<file path="src/rtl/validador_codigos_6bit_if.sv">
// Handshake and status bundle for validador_codigos_6bit: input stream, comparator
// link, output stream and lock/error status.
interface validador_codigos_6bit_if #(
    parameter int ANCHO_ERRORES = 16
);
    logic [5:0]               Dato_In;
    logic                     Dato_Valido;
    logic                     Dato_Listo;
    logic [5:0]               Comp_Entrada;
    logic                     Comp_Salida;
    logic [5:0]               Dato_Out;
    logic                     Codigo_Error;
    logic                     Dato_Out_Valido;
    logic                     Dato_Out_Listo;
    logic                     Enganchado;
    logic [1:0]               Estado;
    logic [ANCHO_ERRORES-1:0] Cuenta_Errores;
    logic                     Limpiar_Errores;

    modport slave (
        input  Dato_In, Dato_Valido, Comp_Salida, Dato_Out_Listo, Limpiar_Errores,
        output Dato_Listo, Comp_Entrada, Dato_Out, Codigo_Error, Dato_Out_Valido,
               Enganchado, Estado, Cuenta_Errores
    );

    modport master (
        output Dato_In, Dato_Valido, Comp_Salida, Dato_Out_Listo, Limpiar_Errores,
        input  Dato_Listo, Comp_Entrada, Dato_Out, Codigo_Error, Dato_Out_Valido,
               Enganchado, Estado, Cuenta_Errores
    );
endinterface

</file>
<file path="src/rtl/validador_codigos_6bit.sv">
// Two-stage streaming controller around an external 22-code comparator, with code-lock
// FSM and saturating error counter. Optional macro DESCARTE_INVALIDOS_EN drops invalid words.
module validador_codigos_6bit #(
    parameter int CUENTA_ENGANCHE = 4,
    parameter int CUENTA_PERDIDA  = 3,
    parameter int ANCHO_ERRORES   = 16
) (
    input logic                    Reloj,
    input logic                    Reset_n,
    validador_codigos_6bit_if.slave bus
);
    typedef enum logic [1:0] {
        BUSCANDO    = 2'b00,
        VERIFICANDO = 2'b01,
        ENGANCHADO  = 2'b10,
        SOSPECHA    = 2'b11
    } estado_t;

    localparam logic [3:0]               ENGANCHE_C = 4'(CUENTA_ENGANCHE);
    localparam logic [3:0]               PERDIDA_C  = 4'(CUENTA_PERDIDA);
    localparam logic [ANCHO_ERRORES-1:0] MAX_C      = {ANCHO_ERRORES{1'b1}};
    localparam logic [ANCHO_ERRORES-1:0] UNO_C      = ANCHO_ERRORES'(1);

    logic                     e1_full_r;
    logic [5:0]               e1_code_r;
    logic                     e2_full_r;
    logic [5:0]               e2_code_r;
    logic                     err_r;
    estado_t                  estado_r;
    estado_t                  estado_nxt_s;
    logic [3:0]               run_r;
    logic [3:0]               run_nxt_s;
    logic [3:0]               run_inc_s;
    logic                     enganchado_r;
    logic [ANCHO_ERRORES-1:0] cuenta_r;
    logic [ANCHO_ERRORES-1:0] cuenta_nxt_s;

    logic acepta_s;
    logic mueve_s;
    logic valido_s;
    logic carga_e2_s;
    logic error_s;
    logic incrementa_s;

    assign valido_s  = bus.Comp_Salida;
    assign mueve_s   = e1_full_r & (~e2_full_r | bus.Dato_Out_Listo);
    assign acepta_s  = bus.Dato_Valido & bus.Dato_Listo;
    assign run_inc_s = run_r + 4'd1;

`ifdef DESCARTE_INVALIDOS_EN
    assign carga_e2_s = mueve_s & valido_s;
    assign error_s    = 1'b0;
`else
    assign carga_e2_s = mueve_s;
    assign error_s    = ~valido_s;
`endif

    // Two-stage pipeline: E1 feeds the comparator, E2 holds the evaluated word
    always_ff @(posedge Reloj or negedge Reset_n) begin
        if (!Reset_n) begin
            e1_full_r <= 1'b0;
            e1_code_r <= 6'd0;
            e2_full_r <= 1'b0;
            e2_code_r <= 6'd0;
            err_r     <= 1'b0;
        end else begin
            if (acepta_s) begin
                e1_full_r <= 1'b1;
                e1_code_r <= bus.Dato_In;
            end else if (mueve_s) begin
                e1_full_r <= 1'b0;
            end
            if (carga_e2_s) begin
                e2_full_r <= 1'b1;
                e2_code_r <= e1_code_r;
                err_r     <= error_s;
            end else if (bus.Dato_Out_Listo) begin
                e2_full_r <= 1'b0;
            end
        end
    end

    // Lock FSM next state; only an E1->E2 move counts as an evaluation
    always_comb begin
        estado_nxt_s = estado_r;
        run_nxt_s    = run_r;
        if (mueve_s) begin
            case (estado_r)
                BUSCANDO: begin
                    if (valido_s) begin
                        if (ENGANCHE_C == 4'd1) begin
                            estado_nxt_s = ENGANCHADO;
                            run_nxt_s    = 4'd0;
                        end else begin
                            estado_nxt_s = VERIFICANDO;
                            run_nxt_s    = 4'd1;
                        end
                    end else begin
                        estado_nxt_s = BUSCANDO;
                        run_nxt_s    = 4'd0;
                    end
                end
                VERIFICANDO: begin
                    if (!valido_s) begin
                        estado_nxt_s = BUSCANDO;
                        run_nxt_s    = 4'd0;
                    end else if (run_inc_s == ENGANCHE_C) begin
                        estado_nxt_s = ENGANCHADO;
                        run_nxt_s    = 4'd0;
                    end else begin
                        estado_nxt_s = VERIFICANDO;
                        run_nxt_s    = run_inc_s;
                    end
                end
                ENGANCHADO: begin
                    if (valido_s) begin
                        estado_nxt_s = ENGANCHADO;
                        run_nxt_s    = 4'd0;
                    end else if (PERDIDA_C == 4'd1) begin
                        estado_nxt_s = BUSCANDO;
                        run_nxt_s    = 4'd0;
                    end else begin
                        estado_nxt_s = SOSPECHA;
                        run_nxt_s    = 4'd1;
                    end
                end
                SOSPECHA: begin
                    if (valido_s) begin
                        estado_nxt_s = ENGANCHADO;
                        run_nxt_s    = 4'd0;
                    end else if (run_inc_s == PERDIDA_C) begin
                        estado_nxt_s = BUSCANDO;
                        run_nxt_s    = 4'd0;
                    end else begin
                        estado_nxt_s = SOSPECHA;
                        run_nxt_s    = run_inc_s;
                    end
                end
                default: begin
                    estado_nxt_s = BUSCANDO;
                    run_nxt_s    = 4'd0;
                end
            endcase
        end else begin
            estado_nxt_s = estado_r;
            run_nxt_s    = run_r;
        end
    end

    // Error counter: counts invalid evaluations made while locked (pre-update state); clear wins
    always_comb begin
        cuenta_nxt_s = cuenta_r;
        incrementa_s = mueve_s & ~valido_s &
                       ((estado_r == ENGANCHADO) | (estado_r == SOSPECHA));
        if (bus.Limpiar_Errores) begin
            cuenta_nxt_s = '0;
        end else if (incrementa_s && (cuenta_r != MAX_C)) begin
            cuenta_nxt_s = cuenta_r + UNO_C;
        end else begin
            cuenta_nxt_s = cuenta_r;
        end
    end

    // State, run counter, lock flag and error counter registers
    always_ff @(posedge Reloj or negedge Reset_n) begin
        if (!Reset_n) begin
            estado_r     <= BUSCANDO;
            run_r        <= 4'd0;
            enganchado_r <= 1'b0;
            cuenta_r     <= '0;
        end else begin
            estado_r     <= estado_nxt_s;
            run_r        <= run_nxt_s;
            enganchado_r <= (estado_nxt_s == ENGANCHADO) | (estado_nxt_s == SOSPECHA);
            cuenta_r     <= cuenta_nxt_s;
        end
    end

    assign bus.Dato_Listo      = ~e1_full_r | mueve_s;
    assign bus.Comp_Entrada    = e1_code_r;
    assign bus.Dato_Out        = e2_code_r;
    assign bus.Codigo_Error    = err_r;
    assign bus.Dato_Out_Valido = e2_full_r;
    assign bus.Enganchado      = enganchado_r;
    assign bus.Estado          = estado_r;
    assign bus.Cuenta_Errores  = cuenta_r;
endmodule

</file>
<file path="src/flat_wrapper.sv">
// flat-port wrapper written by rule: the top's interface ports become plain ports
module validador_codigos_6bit_flat 
#(
    parameter int CUENTA_ENGANCHE = 4,
    parameter int CUENTA_PERDIDA  = 3,
    parameter int ANCHO_ERRORES   = 16
)
  (Reloj, Reset_n, bus_Dato_In, bus_Dato_Valido, bus_Comp_Salida, bus_Dato_Out_Listo, bus_Limpiar_Errores, bus_Dato_Listo, bus_Comp_Entrada, bus_Dato_Out, bus_Codigo_Error, bus_Dato_Out_Valido, bus_Enganchado, bus_Estado, bus_Cuenta_Errores);
  validador_codigos_6bit_if #(.ANCHO_ERRORES(ANCHO_ERRORES)) bus_i ();
  input logic Reloj;
  input logic Reset_n;
  input wire logic [$bits(bus_i.Dato_In)-1:0] bus_Dato_In;
  input wire logic [$bits(bus_i.Dato_Valido)-1:0] bus_Dato_Valido;
  input wire logic [$bits(bus_i.Comp_Salida)-1:0] bus_Comp_Salida;
  input wire logic [$bits(bus_i.Dato_Out_Listo)-1:0] bus_Dato_Out_Listo;
  input wire logic [$bits(bus_i.Limpiar_Errores)-1:0] bus_Limpiar_Errores;
  output wire logic [$bits(bus_i.Dato_Listo)-1:0] bus_Dato_Listo;
  output wire logic [$bits(bus_i.Comp_Entrada)-1:0] bus_Comp_Entrada;
  output wire logic [$bits(bus_i.Dato_Out)-1:0] bus_Dato_Out;
  output wire logic [$bits(bus_i.Codigo_Error)-1:0] bus_Codigo_Error;
  output wire logic [$bits(bus_i.Dato_Out_Valido)-1:0] bus_Dato_Out_Valido;
  output wire logic [$bits(bus_i.Enganchado)-1:0] bus_Enganchado;
  output wire logic [$bits(bus_i.Estado)-1:0] bus_Estado;
  output wire logic [$bits(bus_i.Cuenta_Errores)-1:0] bus_Cuenta_Errores;
  assign bus_i.Dato_In = bus_Dato_In;
  assign bus_i.Dato_Valido = bus_Dato_Valido;
  assign bus_i.Comp_Salida = bus_Comp_Salida;
  assign bus_i.Dato_Out_Listo = bus_Dato_Out_Listo;
  assign bus_i.Limpiar_Errores = bus_Limpiar_Errores;
  assign bus_Dato_Listo = bus_i.Dato_Listo;
  assign bus_Comp_Entrada = bus_i.Comp_Entrada;
  assign bus_Dato_Out = bus_i.Dato_Out;
  assign bus_Codigo_Error = bus_i.Codigo_Error;
  assign bus_Dato_Out_Valido = bus_i.Dato_Out_Valido;
  assign bus_Enganchado = bus_i.Enganchado;
  assign bus_Estado = bus_i.Estado;
  assign bus_Cuenta_Errores = bus_i.Cuenta_Errores;
  validador_codigos_6bit #(.CUENTA_ENGANCHE(CUENTA_ENGANCHE), .CUENTA_PERDIDA(CUENTA_PERDIDA), .ANCHO_ERRORES(ANCHO_ERRORES)) u_core (.Reloj(Reloj), .Reset_n(Reset_n), .bus(bus_i));
endmodule
</file>
<file path="config.mk">
export PLATFORM = sky130hd
export DESIGN_NAME = validador_codigos_6bit_flat
export DESIGN_NICKNAME = d
export VERILOG_FILES = /design/src/rtl/validador_codigos_6bit_if.sv /design/src/rtl/validador_codigos_6bit.sv /design/src/flat_wrapper.sv
export SDC_FILE = /design/constraint.sdc
export NUM_CORES = 1
export LEC_CHECK = 0
export CORE_MARGIN = 4
export CORE_UTILIZATION = 25
export CTS_BUF_LIST = sky130_fd_sc_hd__clkbuf_16
export CTS_CLUSTER_SIZE = 16
export DETAILED_ROUTE_END_ITERATION = 8
export GPL_ROUTABILITY_DRIVEN = 1
export GPL_TIMING_DRIVEN = 0
export SYNTH_ARGS = -nofsm -noshare
export SYNTH_HDL_FRONTEND = slang
export SYNTH_SLANG_ARGS = --single-unit
export TNS_END_PERCENT = 10
</file>
<file path="constraint.sdc">
create_clock -name Reloj -period 2.9 [get_ports Reloj]
set_clock_uncertainty 0.2 [all_clocks]
set_input_delay 0.725 -clock Reloj [delete_from_list [all_inputs] [get_ports Reloj]]
set_output_delay 0.725 -clock Reloj [all_outputs]
set_load 0.03 [all_outputs]
</file>
==> flow_metrics.tcl, run 1 <==
set metrics [dict create \
    yosys_register_bits 38 \
    power_density_mw_per_mm2 683 \
    yosys_warnings 0 \
    drc 0 \
    power_frac_seq_pct 36.7 \
    cts.sinks 38 \
    core_region_area_mm2 0.00733 \
    dp_hpwl_um 3270 \
    clockPowerShare_pct 38.6 \
    hold_depth 2 \
    yosys.area_share.simple_pct 27.4 \
    path_clk_slew_ps 60 \
    whs_endpoint "u_core.bus.Dato_Out[1]" \
    grt_pass1_wl_um 7740 \
    p_switching_mw 0.548 \
    crit_path_start_kind "input port" \
    synth_compound_area_share_pct 7.86 \
    io_pins 46 \
    min-delay-start "u_core.bus.Dato_Out[1]" \
    r2r_slack_ps 850 \
    slew_viol_final 0 \
    fin_nets 252 \
    fin_crit_ps 2680 \
    status "finished, final reports clean" \
    cts_tree "yes" \
    synth_mux_area_share_pct 3.54 \
    power_leakage_nw 1.03 \
    wl_per_cell_um 13.5 \
    drt_iter0_drc 71 \
    synth-async-reset-ratio_pct 100 \
    synth_area_mm2 0.00191 \
    hold_ws_ps 276 \
    mostFrequentLayoutCell "clkdlybuf4s50_1" \
    max_freq_mhz 374 \
    cts-htree-levels 2 \
    port_buffers 44 \
    start_util_pct 26.1 \
    critical_path_required_ps 1980 \
    grt_max_degree 39 \
    tns_ps 0 \
    reg2reg_depth 7 \
    hold_viol 0 \
    die_h_um 95.4 \
    setup_viol 0 \
    tightest_slew_ps 862 \
    antenna_cells 0 \
    clockRootBuffer "clkbuf_16" \
    synth.distinct_cells 41 \
    cts_buffer_depth 2 \
    grt_pass1_vias 1553 \
    pwr-share-comb_pct 24.6 \
    gp_congestion 0.825 \
    ant_nets 0 \
    slew_headroom_pct 42.5 \
    dr.pass1.iters 4 \
    die_area_mm2 0.00910 \
    r2r-start "u_core.bus.Cuenta_Errores[0]" \
    syn_nets 201 \
    fin_crit_sh_pct 92.3 \
    swShare_pct 30.2 \
    grt_util_all_layers_pct 11.0 \
    clk_latency_ps 280 \
    p_int_mw 1.27 \
    cp-end-kind "output port" \
    r2r_end "u_core.bus.Cuenta_Errores[2]" \
    avgSynthCellArea_um2 10.3 \
    fin_util_pct 36.3 \
    hold_class "reg2reg" \
    seq_area_frac_synth_pct 49.8 \
    finalWirelength_um 4550 \
    worstPathArrival_ps 1750 \
    area_growth_syn_to_layout_pct 39.1 \
    synth-adder-area-share_pct 1.96 \
    vias_per_cell 4.62 \
    rsz0062_at_grt "false" \
    path_max_fanout 3 \
    cts_hold_buffers 0 \
    finalPower_mw 1.82 \
    vdd_ir_drop_max_v 0.000296 \
    synth_xor_area_share_pct 6.88 \
    die_w_um 95.4 \
    dr_total_vias 1557 \
    row_count 31 \
    cts_buffers 5 \
    final_cell_mix "clkdlybuf4s50_1 (42), dfrtp_1 (38), nand2_1 (32), nor2_1 (17), xnor2_1 (14)" \
    grt-ovfl-total 0 \
    path_class "in2out" \
    syn_inst 186 \
    ys.flop_type "dfrtp_1" \
    drive_above_1_share_pct 12.6 \
    synth_top_family_by_area "simple AND/OR/NAND/NOR gates" \
    synth-edff-count 0 \
    antenna_found_initial 0 \
    drv_cap 0 \
]
[worst max path at each step]
stage / start / end / slack [ps] / cells past startpoint
CTS: bus_Dato_Out_Listo / bus_Dato_Listo / 220 / 3
finish: bus_Dato_Out_Listo / bus_Dato_Listo / 220 / 3
global route: bus_Dato_Out_Listo / bus_Dato_Listo / 170 / 3
global placement: Reset_n / u_core.bus.Comp_Entrada[5] / -110 / 1
detailed placement: bus_Dato_Out_Listo / bus_Dato_Listo / -60 / 3
floorplan: u_core.bus.Cuenta_Errores[0] / u_core.bus.Cuenta_Errores[9] / 820 / 7
[Yosys cell counts, drive strengths merged (4+ instances only)]
| library cell | number | share of area, % |
|---|---|---|
| a21oi | 4 | 1.0 |
| dfrtp | 38 | 50 |
| inv | 4 | 0.79 |
| mux2 | 6 | 3.5 |
| nand2 | 33 | 6.6 |
| nand2b | 4 | 1.3 |
| nand3 | 7 | 2.1 |
| nand4 | 4 | 1.6 |
| nor2 | 17 | 3.3 |
| nor3 | 6 | 1.6 |
| nor4 | 8 | 4.9 |
| o21ai | 8 | 2.1 |
| xnor2 | 14 | 6.4 |
[power by group through the flow]
stage               sequential, mW  clock, mW  combinational, mW
floorplan                    0.775          0              0.154
global placement             0.673          0              0.447
detailed placement           0.674          0              0.448
CTS                          0.666      0.725              0.450
global route                 0.680      0.746              0.479
finish                       0.667      0.701              0.447
[layer usage]
| metal | wire length [um] | vias up | track usage (%) |
|---|---|---|---|
| li1 | - | 748 | - |
| met4 | 107 | 0 | 5.21 |
| met5 | 0 | - | 0 |
| met2 | 2110 | 31 | 16.4 |
| met1 | 2210 | 769 | 15.0 |
| met3 | 118 | 9 | 2.53 |
[timing repair]
action | CTS | global route
hold endpoints to repair | 0 | 0
gates resized for setup | 1 | 0
buffers inserted | 0 | 0
endpoints found under the setup margin | 1 | 0
[worst max-delay path, cell delays in order]
cell and delay (ps):
clkdlybuf4s50_1 470, nand3b_1 140, dlygate4sd2_1 410
[cell type report]
| class | count | area (um^2) |
|---|---|---|
| buffer | 6 | 33.8 |
| clock buffer | 5 | 125 |
| clock inverter | 3 | 63.8 |
| fill | 735 | 4670 |
| inverter | 4 | 15.0 |
| multi-input combinational | 138 | 911 |
| sequential | 38 | 951 |
| tap | 99 | 124 |
| timing repair buffer | 44 | 434 |
[cell families (layout without fill, tap and decap cells)]
logic type                 Yosys count  count (layout)
AOI/OAI and AO/OA                   20              20
xor gates and xnor gates            15              15
adders and majority gates            3               3
buffers and inverters               10              62
DFF                                 38              38
muxes                                6               6
and+or+nand+nor                     94              94
[registers in the layout (all words and copies together) (netlist names)]
register	count
u_core.e1_full_r	1
u_core.bus.Dato_Out	6
u_core.run_r	4
u_core.bus.Enganchado	1
u_core.bus.Comp_Entrada	6
u_core.bus.Dato_Out_Valido	1
u_core.bus.Codigo_Error	1
u_core.bus.Cuenta_Errores	16
u_core.bus.Estado	2
[metrics by stage]
stage          setup WS, ps  std cells  instance area [um^2]
6_report                224        337                  2660
5_1_grt                 170        337                  2660
4_1_cts                 216        337                  2660
3_5_place_dp          -58.3        329                  2470
3_3_place_gp           -110        329                  2470
2_1_floorplan           825        186                  1910
Note: power is estimated with default switching activity, not from simulation.
==> inputs of run 2 (changes only) <==
--- a/config.mk
+++ b/config.mk
@@ -12,6 +12,7 @@
 export DETAILED_ROUTE_END_ITERATION = 8
 export GPL_ROUTABILITY_DRIVEN = 1
 export GPL_TIMING_DRIVEN = 0
+export SLEW_MARGIN = 0
 export SYNTH_ARGS = -nofsm -noshare
 export SYNTH_HDL_FRONTEND = slang
 export SYNTH_SLANG_ARGS = --single-unit
==> results of run 2 <==
No change in the layout: final DEF, timing and power equal those of run 1.
